===== src/rtl/serial_subtractor.sv =====
// serial_subtractor: bit-serial subtractor computing diff = a - b - b_in,
// one bit per clock, LSB first, using a single borrow flip-flop.
// A start pulse in IDLE captures the operands. busy stays high for WIDTH cycles.
// done then pulses for one cycle. diff, b_out and ovf hold until the next done.
module serial_subtractor #(
    parameter int WIDTH = 4
) (
    input  logic             clk,
    input  logic             rst,
    input  logic             start,
    input  logic [WIDTH-1:0] a,
    input  logic [WIDTH-1:0] b,
    input  logic             b_in,
    output logic             busy,
    output logic             done,
    output logic [WIDTH-1:0] diff,
    output logic             b_out,
    output logic             ovf
);

    localparam int CW = (WIDTH > 2) ? $clog2(WIDTH) : 1;

    typedef enum logic [1:0] {
        IDLE  = 2'd0,
        SHIFT = 2'd1,
        DONE  = 2'd2
    } state_t;

    state_t           state;
    state_t           state_nxt;

    logic [WIDTH-1:0] sa;
    logic [WIDTH-1:0] sb;
    logic [WIDTH-2:0] res;
    logic [WIDTH-1:0] res_shifted;
    logic [CW-1:0]    cnt;
    logic             br;
    logic             a_msb;
    logic             b_msb;

    logic             bit_d;
    logic             br_nxt;
    logic             last_bit;

    // One full-subtractor slice working on the current LSBs. The partial
    // result only keeps WIDTH-1 bits: the final bit joins it on the last
    // cycle, when the complete word is written straight into diff.
    assign bit_d       = sa[0] ^ sb[0] ^ br;
    assign br_nxt      = (~sa[0] & sb[0]) | (~(sa[0] ^ sb[0]) & br);
    assign res_shifted = {bit_d, res};
    assign last_bit    = (cnt == CW'(WIDTH - 1));

    // busy and done decode the state flops directly. They have no path from any input.
    assign busy = (state == SHIFT);
    assign done = (state == DONE);

    // State register
    always_ff @(posedge clk) begin
        if (rst) begin
            state <= IDLE;
        end else begin
            state <= state_nxt;
        end
    end

    // Next-state logic. start is only considered in IDLE, so it never queues.
    always_comb begin
        state_nxt = state;
        case (state)
            IDLE:    if (start) state_nxt = SHIFT;
            SHIFT:   if (last_bit) state_nxt = DONE;
            DONE:    state_nxt = IDLE;
            default: state_nxt = IDLE;
        endcase
    end

    // Datapath: capture operands on accept, then step one bit per SHIFT cycle
    // and publish the held outputs on the transition into DONE.
    always_ff @(posedge clk) begin
        if (rst) begin
            sa    <= '0;
            sb    <= '0;
            res   <= '0;
            cnt   <= '0;
            br    <= 1'b0;
            a_msb <= 1'b0;
            b_msb <= 1'b0;
            diff  <= '0;
            b_out <= 1'b0;
            ovf   <= 1'b0;
        end else begin
            case (state)
                IDLE: begin
                    if (start) begin
                        sa    <= a;
                        sb    <= b;
                        br    <= b_in;
                        cnt   <= '0;
                        a_msb <= a[WIDTH-1];
                        b_msb <= b[WIDTH-1];
                    end
                end
                SHIFT: begin
                    br  <= br_nxt;
                    res <= res_shifted[WIDTH-1:1];
                    sa  <= sa >> 1;
                    sb  <= sb >> 1;
                    cnt <= cnt + 1'b1;
                    if (last_bit) begin
                        diff  <= res_shifted;
                        b_out <= br_nxt;
                        ovf   <= (a_msb != b_msb) && (bit_d != a_msb);
                    end
                end
                DONE: begin
                end
                default: begin
                end
            endcase
        end
    end

endmodule


===== config.mk =====
export PLATFORM = sky130hd
export DESIGN_NAME = serial_subtractor
export DESIGN_NICKNAME = d
export VERILOG_FILES = /design/src/rtl/serial_subtractor.sv
export SDC_FILE = /design/constraint.sdc
export NUM_CORES = 1
export LEC_CHECK = 0
export BUFFER_PORTS_ARGS = -buffer_cell sky130_fd_sc_hd__buf_4
export CORE_MARGIN = 2
export CORE_UTILIZATION = 50
export CTS_CLUSTER_SIZE = 20
export DETAILED_ROUTE_END_ITERATION = 10
export GPL_TIMING_DRIVEN = 0
export PLACE_DENSITY = 0.72
export SLEW_MARGIN = 20
export SYNTH_ARGS = -nofsm -noshare
export SYNTH_HDL_FRONTEND = slang
export SYNTH_SLANG_ARGS = --single-unit

===== constraint.sdc =====
create_clock -name clk -period 3.7 [get_ports clk]
set_input_delay 0.37 -clock clk [delete_from_list [all_inputs] [get_ports clk]]
set_output_delay 0.37 -clock clk [all_outputs]
set_load 0.02 [all_outputs]

==> results.sh <==
export IMPL_io_buffers=19
export IMPL_core_area_um2=1920
export IMPL_path_max_fanout=10
export IMPL_path_cells="nor2b_2 > buf_4 > buf_4"
export IMPL_startpoint="state[0]"
export IMPL_crit_slowest_cell="dfxtp_1"
export IMPL_grt_max_degree=15
export IMPL_boundaryPins=20
export IMPL_ys_seq_area_share_pct=47.9
export IMPL_overflow=0
export IMPL_status="complete, no violations"
export IMPL_yosys_warnings=0
export IMPL_drive_above_1_share_pct=24.8
export IMPL_cts_root_buf="clkbuf_4"
export IMPL_final_setup_skew_ps=1.64
export IMPL_remaining_drc_errors=0
export IMPL_synthTopCellsByCount="dfxtp_1, nor2_1, mux2i_1"
export IMPL_max_freq_ghz=0.575
export IMPL_r2r_slack_ps=2210
export IMPL_max_cap_violations=0
export IMPL_ys_flop_type="dfxtp_1"
export IMPL_post_synth_top_area_cell="dfxtp_1"
export IMPL_r2r_start="cnt[0]"
export IMPL_maxSlewHeadroom_pct=68.8
export IMPL_antenna_left=0
export IMPL_n_fill_cell=178
export IMPL_finalInstanceArea_um2=1230
export IMPL_grt_pass1_vias=718
export IMPL_synthToLayoutAreaGrowth_pct=22.8
export IMPL_cp_common_cell="buf_4"
export IMPL_timing_final_crit_share_pct=47.0
export IMPL_synth_most_common_cell="dfxtp_1"
export IMPL_netlist_cell_type_count=24
export IMPL_power_density_nw_per_um2=441
export IMPL_cts_sinks=24
export IMPL_r2r_end="ovf"
export IMPL_worstPathRequired_ps=3330
export IMPL_drtPass1Iterations=4
export IMPL_final_hold_viol_count=0
export IMPL_setup_viol=0
export IMPL_crit_buf_inv=2
export IMPL_clkTransAtPathRegs_ps=130
export IMPL_grt_antenna_before_repair=0
export IMPL_period_minus_slack_ps=1740
export IMPL_route_vias_total=801
export IMPL_reg2regPathDepth=5
export IMPL_drt_iter0_drc=10
export IMPL_synth_nets=116
export IMPL_gp_congestion=0.792
export IMPL_cts_buffers_inserted=3
export IMPL_fin_tns_setup_ps=0
export IMPL_design_die_area_um2=2380
export IMPL_post_dp_cell_area_um2=1180
export IMPL_cp_end_kind="output port"
export IMPL_viasPerCell=5.27
export IMPL_ir_drop_v=0.000282
export IMPL_ys_ff_latch=24
export IMPL_leakage_uw=0.000512
export IMPL_arrival_ps=1370
export IMPL_routedWlPerCell_um=12.0
export IMPL_worst_path_stages=3
export IMPL_worst_pin_slew_ps=468
export IMPL_postCtsSetupBuffers=0
export IMPL_crit_path_end="busy"
export IMPL_clk_path_buf_depth=2
export IMPL_cts_tree="yes"
export IMPL_worstSkewPairLatency_ps=320
export IMPL_ys_top_cells_by_area="dfxtp_1, mux2i_1, nor2_1"
export IMPL_rsz0062_at_grt="no"
export IMPL_worst_path_largest_cell_delay_ps=460
export IMPL_htreeDepth=1
export IMPL_path_class="flop to output port"
export IMPL_netlist_area_um2=1000
export IMPL_nets=140
export IMPL_async_flop_share_pct=0
export IMPL_slew_violations=0
export IMPL_synth_edf_count=0
export IMPL_synth_top_cell_area_share_pct=47.9
export IMPL_crit_path_start_kind="flop"
export IMPL_ctsHoldBuffers=0
export IMPL_syn_avg_cell_area_um2=9.83
export IMPL_place_hpwl_mm=1.35
export IMPL_worstHoldPathType="primary input to flop"
export IMPL_diodes=0
export IMPL_grt_total_usage_pct=17.1
export IMPL_die_w_um=48.8
export IMPL_cts_resized=0
export IMPL_grt_first_pass_wirelength_mm=3.16
export IMPL_synth_cells=102
export IMPL_row_count=16
export IMPL_start_util_pct=52.1
export IMPL_critPathTopFamily="flip-flops"
export IMPL_die_h_um=48.8
export IMPL_finalWirelength_mm=1.83
## stage by stage
| stage | total power (uW) | worst slack [ps] | util, % | instances | hold slack, ps |
|---|---|---|---|---|---|
| after global routing | 565 | 1870 | 64.1 | 152 | 240 |
| after floorplan | 334 | 2390 | - | 102 | 435 |
| after global placement | 356 | 2260 | 61.3 | 148 | 446 |
| after CTS | 546 | 1940 | 64.1 | 152 | 243 |
| after detailed placement | 359 | 2240 | 61.3 | 148 | 455 |
| final | 542 | 1960 | 64.1 | 152 | 249 |
## area by class of cell
cell class	instances	area, um^2	share of cell area, %
multi-input cells	69	473	38.4
inverters	3	11.3	0.915
well taps	27	33.8	2.74
clock inverters	1	30.0	2.44
plain buffers	6	37.5	3.05
repair buffers	19	143	11.6
flip-flops and latches	24	480	39.0
clock buffers	3	22.5	1.83
## worst min-delay path by stage
stage                  from  endpoint  cells after the start
CTS                     rst    cnt[0]                      2
floorplan               rst    cnt[0]                      1
detailed placement  diff[2]   diff[2]                      2
global placement    diff[2]   diff[2]                      2
global route            rst    cnt[0]                      2
finish                  rst    cnt[0]                      2
## sequential cells by signal, indices dropped and copies added (netlist names)
name and flops:
diff 4, sa 4, sb 4, res 3, cnt 2, state 2, a_msb 1, b_msb 1
b_out 1, br 1, ovf 1
## cell families after synthesis
logic type | Yosys count | share of synthesized area (%)
buffers and inverters | 9 | 4.87
and+or+nand+nor | 32 | 15.4
DFF | 24 | 47.9
adders and majority gates | 2 | 3.25
muxes | 13 | 13.0
AOI/OAI and AO/OA | 22 | 15.6
## layout by cell type, fill, tap and decap left out, drive strengths merged
cell type,n
a211oi,9
a21oi,7
a22oi,3
a311oi,1
buf,22
bufinv,1
clkbuf,6
dfxtp,24
fa,1
ha,1
inv,3
mux2i,13
nand2,4
nand3,3
nand3b,2
nor2,18
nor2b,2
nor3,1
nor3b,1
o21ba,1
o21bai,1
or3b,1
## where the power goes
part           internal [uW]  total (uW)  switching, uW
clock                    110         190           79.9
combinational           35.5        72.3           36.8
sequential               272         280           8.55
total                    417         542            125
## metal layers
metal / GRT usage, % / share of wire (%) / up-vias
met1: 22.5 / 49 / 375
met5: 0 / 0 / -
met3: 3.07 / 3.9 / 5
met2: 27.2 / 45 / 16
li1: - / - / 405
met4: 8.57 / 2.2 / 0
Note: power is estimated with default switching activity, not from simulation.
